**src/rtl/mr_wb_timer.sv**
```systemverilog
// 64-bit machine timer (mtime/mtimecmp) with prescaler and level interrupt,
// exposed as a pipelined Wishbone slave with single-cycle registered responses.
module mr_wb_timer #(
  parameter int unsigned XLEN         = 32,
  parameter int unsigned XLEN_GRAN    = 2,
  parameter logic [15:0] PRESCALE_RST = 16'd0
) (
  input  logic                      clk_i,
  input  logic                      rst_i,
  input  logic [XLEN-XLEN_GRAN-1:0] addr_i,
  input  logic [XLEN-1:0]           dat_i,
  input  logic [XLEN/8-1:0]         sel_i,
  input  logic                      we_i,
  input  logic                      stb_i,
  input  logic                      cyc_i,
  output logic                      ack_o,
  output logic                      err_o,
  output logic                      stall_o,
  output logic [XLEN-1:0]           dat_o,
  output logic                      timer_irq
);

  logic        acc;
  logic [2:0]  off;
  logic        tick;
  logic        cmp_ge;
  logic        unused_addr;

  logic [63:0] mtime_q, mtime_d;
  logic [63:0] mtimecmp_q, mtimecmp_d;
  logic [31:0] shadow_q, shadow_d;
  logic        en_q, en_d;
  logic        irq_en_q, irq_en_d;
  logic [15:0] pre_q, pre_d;
  logic [15:0] pcnt_q, pcnt_d;
  logic        ack_q, ack_d;
  logic        err_q, err_d;
  logic        irq_q, irq_d;
  logic [XLEN-1:0] dat_q, dat_d;

  function automatic logic [31:0] merge(input logic [31:0] old_v,
                                        input logic [31:0] new_v,
                                        input logic [3:0]  be);
    logic [31:0] r;
    r = old_v;
    for (int unsigned b = 0; b < 4; b++) begin
      if (be[b]) r[8*b +: 8] = new_v[8*b +: 8];
    end
    return r;
  endfunction

  assign acc         = cyc_i & stb_i;
  assign off         = addr_i[2:0];
  assign unused_addr = ^addr_i[XLEN-XLEN_GRAN-1:3];
  assign cmp_ge      = (mtime_q >= mtimecmp_q);
  assign tick        = en_q && (pcnt_q == pre_q);

  always_comb begin
    mtime_d    = mtime_q;
    mtimecmp_d = mtimecmp_q;
    shadow_d   = shadow_q;
    en_d       = en_q;
    irq_en_d   = irq_en_q;
    pre_d      = pre_q;
    pcnt_d     = pcnt_q;
    dat_d      = dat_q;
    ack_d      = 1'b0;
    err_d      = 1'b0;
    irq_d      = irq_en_q & cmp_ge;

    if (en_q) pcnt_d = tick ? '0 : pcnt_q + 16'd1;
    if (tick) mtime_d = mtime_q + 64'd1;

    if (acc) begin
      if (off == 3'd7) err_d = 1'b1;
      else             ack_d = 1'b1;

      if (we_i) begin
        dat_d = '0;
      end else begin
        unique case (off)
          3'd0:    dat_d = mtime_q[31:0];
          3'd1:    dat_d = shadow_q;
          3'd2:    dat_d = mtimecmp_q[31:0];
          3'd3:    dat_d = mtimecmp_q[63:32];
          3'd4:    dat_d = {30'd0, irq_en_q, en_q};
          3'd5:    dat_d = {16'd0, pre_q};
          3'd6:    dat_d = {31'd0, cmp_ge};
          default: dat_d = '0;
        endcase
        if (off == 3'd0) shadow_d = mtime_q[63:32];
      end

      // A bus write to mtime overrides this cycle's tick, built from the pre-tick value.
      if (we_i) begin
        unique case (off)
          3'd0: mtime_d = {mtime_q[63:32], merge(mtime_q[31:0], dat_i, sel_i)};
          3'd1: mtime_d = {merge(mtime_q[63:32], dat_i, sel_i), mtime_q[31:0]};
          3'd2: mtimecmp_d = {mtimecmp_q[63:32], merge(mtimecmp_q[31:0], dat_i, sel_i)};
          3'd3: mtimecmp_d = {merge(mtimecmp_q[63:32], dat_i, sel_i), mtimecmp_q[31:0]};
          3'd4: begin
            if (sel_i[0]) begin
              en_d     = dat_i[0];
              irq_en_d = dat_i[1];
            end
          end
          3'd5: begin
            if (sel_i[0]) pre_d[7:0]  = dat_i[7:0];
            if (sel_i[1]) pre_d[15:8] = dat_i[15:8];
            pcnt_d = '0;
          end
          default: ;
        endcase
      end
    end
  end

  always_ff @(posedge clk_i) begin
    if (rst_i) begin
      mtime_q    <= '0;
      mtimecmp_q <= '1;
      shadow_q   <= '0;
      en_q       <= 1'b0;
      irq_en_q   <= 1'b0;
      pre_q      <= PRESCALE_RST;
      pcnt_q     <= '0;
      ack_q      <= 1'b0;
      err_q      <= 1'b0;
      irq_q      <= 1'b0;
      dat_q      <= '0;
    end else begin
      mtime_q    <= mtime_d;
      mtimecmp_q <= mtimecmp_d;
      shadow_q   <= shadow_d;
      en_q       <= en_d;
      irq_en_q   <= irq_en_d;
      pre_q      <= pre_d;
      pcnt_q     <= pcnt_d;
      ack_q      <= ack_d;
      err_q      <= err_d;
      irq_q      <= irq_d;
      dat_q      <= dat_d;
    end
  end

  // Responses are dropped if the master abandons the cycle before they arrive.
  assign ack_o     = ack_q & cyc_i;
  assign err_o     = err_q & cyc_i;
  assign stall_o   = 1'b0;
  assign dat_o     = dat_q;
  assign timer_irq = irq_q;

endmodule

```
**config.mk**
```make
export PLATFORM = sky130hd
export DESIGN_NAME = mr_wb_timer
export DESIGN_NICKNAME = d
export VERILOG_FILES = /design/src/rtl/mr_wb_timer.sv
export SDC_FILE = /design/constraint.sdc
export NUM_CORES = 1
export LEC_CHECK = 0
export CAP_MARGIN = 20
export CORE_MARGIN = 2
export CORE_UTILIZATION = 54
export CTS_CLUSTER_SIZE = 8
export DETAILED_ROUTE_END_ITERATION = 8
export MAX_ROUTING_LAYER = met4
export PLACE_DENSITY = 0.72
export SYNTH_ARGS = -nofsm -noshare
export SYNTH_HDL_FRONTEND = slang
export SYNTH_SLANG_ARGS = --single-unit
```
**constraint.sdc**
```tcl
create_clock -name clk_i -period 3 [get_ports clk_i]
set_input_delay 0.75 -clock clk_i [delete_from_list [all_inputs] [get_ports clk_i]]
set_output_delay 0.75 -clock clk_i [all_outputs]
set_load 0.01 [all_outputs]
```
* Yosys cells after proc, flatten, opt, wreduce, memory -nomap -nowiden
Index checks and enable logic that the tools add are counted.
** Word-level totals
- RAM bits :: 0
- Latch bits :: 0
- Memories :: 0
- Register bits after elaboration :: 229
- Bits in read-only memories :: 0
** Operators by class
- Order comparisons :: 1
- Bitwise operators :: 8
- Reductions and logical operators :: 23
- Shift-type cells :: 0
- Add/subtract/negate cells :: 2
- Muxes and demuxes :: 18
- $mul :: 0
- Div/mod/pow operators :: 0
- Equal/unequal tests :: 18
** Operators with widths (count)
- $pmux 64 s2 :: 2
- $pmux 32 s7 :: 1
- $mux 64 :: 3
- $mux 16 :: 5
- $add 64x1->64 const B :: 1
- $ge 64x64->1 :: 1
- $reduce_and 5->1 :: 8
- $mux 32 :: 1
- $mux 8 :: 4
- $ne 4x4->1 const B :: 8
- $add 16x1->16 const B :: 1
- $eq 16x16->1 :: 1
- $reduce_and 2->1 :: 8
- $eq 3x3->1 const B :: 4
- $reduce_and 4->1 :: 3
- $eq 3x2->1 const B :: 2
- $ne 3x3->1 const B :: 2
- $and 1x1->1 :: 4
- $not 1->1 :: 4
- $eq 3x1->1 const B :: 1
- $logic_not 3->1 :: 1
- $reduce_and 3->1 :: 1
- $mux 1 :: 2
- $reduce_or 2->1 :: 1
- $logic_and 1x1->1 :: 1

* Logic depth before layout (Yosys ltp)
- Depth in word-level cells :: 7
- Gate-level depth with buffers :: 10

* Least setup slack after synthesis
OpenSTA, ideal clock, no wires.
- Path kind :: input to register
- Start point :: input port addr_i[0]
- End point :: register mtime_q[45]
- Stages :: 9
- Arrival :: 2.537 ns
- Path slack :: 0.386 ns
- Library setup time :: 0.077 ns
- Cells stage by stage :: clkbuf_1 nor3b_2 and2_0 clkbuf_1 clkbuf_1 nand2_1 nor2_1 a21oi_1 o22ai_1
** On the way
- Cells in the longest elaborated chain, start to end :: 4
** RTL lines
- start, declared :: line 10 : input logic [XLEN-XLEN_GRAN-1:0] addr_i,
- $eq 3x1->1 or $logic_not 3->1 (tied branches) :: line 96 : unique case (off)
- $pmux 64 s2 :: line 96
- $mux 64 :: line 95 : if (we_i) begin
- $mux 64 :: line 74 : if (acc) begin
- end signal, assigned :: line 132 : mtime_q <= mtime_d;
- end, declared :: line 29 : logic [63:0] mtime_q, mtime_d;
Parallel ways exist; a longest one is shown, timed or not.
A chain may end at the register's enable or synchronous reset.

* Worst setup path after layout
- Start point :: register pre_q[0]
- End point :: register mtime_q[50]
** On the way
- Cells in the longest elaborated chain, start to end :: 6
** RTL lines
- start, declared :: line 34 : logic [15:0] pre_q, pre_d;
- start signal, assigned :: line 137 : pre_q <= pre_d;
- $eq 16x16->1 (*) :: line 56 : assign tick = en_q && (pcnt_q == pre_q);
- $logic_and 1x1->1 (*) :: line 56
- $mux 64 (*) :: line 72 : if (tick) mtime_d = mtime_q + 64'd1;
- $pmux 64 s2 :: line 96
- $mux 64 :: line 95
- $mux 64 (*) :: line 74
Every way passes the cells marked *; elsewhere a longest branch is shown, timed or not.

==> flow_metrics.py <==
metrics = {
    "status": {
        "status": "completed",
    },
    "synthesis": {
        "synthXorXnorAreaFrac_pct": 2.70,
        "synth_compound_area_share_pct": 25.1,
        "dominantRegCellSynth": "dfxtp_1",
        "synth_cells": 1677,
        "synth.area.mux_share_pct": 1.52,
        "ys_types": 71,
        "ys_seq_elements": 229,
        "synth_top_family_by_area": "compound AO/OA/AOI/OAI gates",
        "ys_warn_count": 0,
        "synthArstFlopShare_pct": 0,
        "yosysMostFrequentCell": "nand2_1",
        "synth_edf_count": 0,
        "yosysTopAreaCell": "dfxtp_1",
        "syn_nets": 1814,
        "netlist.area_leader.share_pct": 35.5,
        "syn_area_per_cell_sq_um": 7.69,
        "synth_adder_area_share_pct": 6.40,
        "synthSimpleGateAreaFrac_pct": 23.0,
        "ys_seq_area_share_pct": 35.5,
        "synth_common_cells": "262 x nand2_1, 229 x dfxtp_1, 163 x a21oi_1",
        "netlist_top_cells_area": "dfxtp_1 36%, nand2_1 7.6%, ha_1 6.4%",
        "netlist_area_sq_mm": 0.0129,
    },
    "global_routing": {
        "grt.met1_usage_pct": 47.6,
        "grt_pass1_wl_um": 69000,
        "grt.met3_usage_pct": 4.16,
        "gr-usage-all-layers_pct": 36.0,
        "grt_pass1_vias": 12500,
        "grt_max_degree": 92,
        "antenna_found_initial": 0,
        "grt-busiest-layer": "met2",
        "gr-total-overflow": 0,
        "use_met2_pct": 56.2,
    },
    "clocking": {
        "h-tree-depth": 2,
        "cts_sinks": 229,
        "cts_hold_buffers": 0,
        "insertion_delay_ns": 0.50,
        "clockRootBuffer": "clkbuf_16",
        "clockBufferDepth": 3,
        "post_cts_buffers": 0,
        "clk_pin_slew_worst_paths_ns": 0.05,
        "numCtsBuffers": 34,
        "post_cts_resized": 0,
        "cts_tree": "yes",
    },
    "sta": {
        "rsz0062_at_grt": "no",
        "skew_ns": 0.0118,
        "fin_crit_ns": 2.91,
        "slew_viol_final": 0,
        "report.final.hold_viol_count": 0,
        "fin_setup_tns_ns": 0,
        "worst-slew-pin-transition_ns": 0.701,
        "setup_viol": 0,
        "fmax_ghz": 0.343,
        "period_share_pct": 97.1,
        "slew_headroom_pct": 53.1,
    },
    "floorplanning": {
        "coreArea_sq_mm": 0.0235,
        "dieArea_sq_mm": 0.0251,
        "start_util_pct": 55.0,
        "fp.dieW_um": 159,
        "rows": 56,
        "die_y_um": 159,
        "io_pins": 107,
    },
    "critical_path": {
        "endpoint_kind": "register",
        "cp.arrival_ns": 3.28,
        "r2r_cells": 7,
        "crit_slowest_cell": "or4_1",
        "path_cells": "xnor2_1, nand4_1, or3_1, or4_1, nor4_1, xnor2_1, o22ai_1",
        "cp.required_ns": 3.37,
        "worst_path_largest_cell_delay_ns": 0.72,
        "worst_path_most_repeated_cell": "xnor2_1",
        "cp_max_fo": 7,
        "path_class": "register to register",
        "startpoint_type": "register",
    },
    "detailed_routing": {
        "finalWirelength_um": 44000,
        "antenna_left": 0,
        "remaining_drc_errors": 0,
        "drtIter0Drc": 1389,
        "wl_per_cell_um": 20.7,
        "via_per_inst": 6.33,
        "vias": 13500,
        "drt_pass1_iterations": 6,
    },
    "power_and_ir_drop": {
        "peakVddDrop_mv": 0.381,
        "p_per_area_mw_per_mm2": 449,
        "leakage_nw": 6.45,
    },
    "cells_and_area": {
        "layoutNonFillerInstCount": 2126,
        "n_antenna_cell": 0,
        "area_delta_synth_final_pct": 21.7,
        "drive_above_1_share_pct": 11.0,
        "fin_nets": 1942,
        "design_area_sq_mm": 0.0157,
    },
    "placement": {
        "placed_cell_area_sq_mm": 0.0148,
        "portBuffers": 78,
        "place_hpwl_um": 31200,
        "post-place-cells": 2088,
        "routabilityCongestion": 0.957,
    },
    "min_path": {
        "min_path_cells": 2,
        "min_path_type": "register to register",
    },
    "flow_run": {
        "drv_cap": 0,
    },
}
state kept, by name, summed over array words and instances (netlist names):
| name | count |
|---|---|
| pre_q | 16 |
| en_q | 1 |
| pcnt_q | 16 |
| irq_en_q | 1 |
| err_q | 1 |
| mtime_q | 64 |
| mtimecmp_q | 64 |
| shadow_q | 32 |
| ack_q | 1 |
| timer_irq | 1 |
| dat_o | 32 |
layout by cell type (no fill, tap or decap), types with 59 or more instances in the layout:
| cell | n |
|---|---|
| nand2_1 | 262 |
| dfxtp_1 | 229 |
| a21oi_1 | 163 |
| buf_4 | 126 |
| nor2_1 | 112 |
| a22oi_1 | 83 |
| clkdlybuf4s50_1 | 77 |
| inv_1 | 72 |
| o21ai_0 | 68 |
| ha_1 | 66 |
| nand3_1 | 64 |
| o211ai_1 | 59 |
layout make-up:
class,instances,area (sq um)
Clock buffer,37,926
Multi-Input combinational cell,1254,7600
Inverter,73,274
Clock inverter,1,5.00
Fill cell,2021,7770
Sequential cell,229,4580
Timing Repair Buffer,213,1920
Tap cell,319,399
worst max-delay path: cells and delay by family (launching register included):
family	cells	cell delay (ns)
and+or+nand+nor	4	1.85
AOI/OAI and AO/OA	1	0.10
xor gates and xnor gates	2	0.47
DFF	1	0.36
cells by family after synthesis:
family	after synthesis
AO/OA/AOI/OAI	508
XOR/XNOR	38
adder cells (fa/ha/maj)	66
buffers and inverters	194
flip-flops	229
multiplexers	17
other	1
AND/OR/NAND/NOR	624
through the flow:
| step | total power [mW] | worst slack (ns) | hold slack, ns | utilization (%) |
|---|---|---|---|---|
| after floorplan | 3.36 | 0.386 | 0.433 | - |
| after global placement | 3.61 | -0.154 | 0.440 | 62.9 |
| after detailed placement | 3.62 | -0.202 | 0.447 | 62.9 |
| after CTS | 7.08 | 0.209 | 0.453 | 66.9 |
| after global routing | 7.24 | 0.000598 | 0.477 | 66.9 |
| final | 7.05 | 0.0863 | 0.453 | 66.9 |
report_power, final:
group	total, mW	internal, mW	switching [mW]
Combinational	0.485	0.176	0.309
Sequential	3.09	3.07	0.0169
Clock	3.48	2.15	1.34
layer usage:
layer	vias up	wire length, um
met5	-	0
met4	0	1830
met3	112	3630
met2	686	20100
met1	6334	18500
li1	6324	-
worst paths after layout:
path	start	to	slack [ns]
max	pre_q[0]$_SDFFE_PP0P_	mtime_q[50]$_SDFFE_PP0P_	0.09
min	shadow_q[8]$_SDFFE_PP0P_	shadow_q[8]$_SDFFE_PP0P_	0.45
max reg2reg	pre_q[0]$_SDFFE_PP0P_	mtime_q[50]$_SDFFE_PP0P_	0.09
min reg2reg	shadow_q[8]$_SDFFE_PP0P_	shadow_q[8]$_SDFFE_PP0P_	0.45
Note: power is estimated with default switching activity, not from simulation.
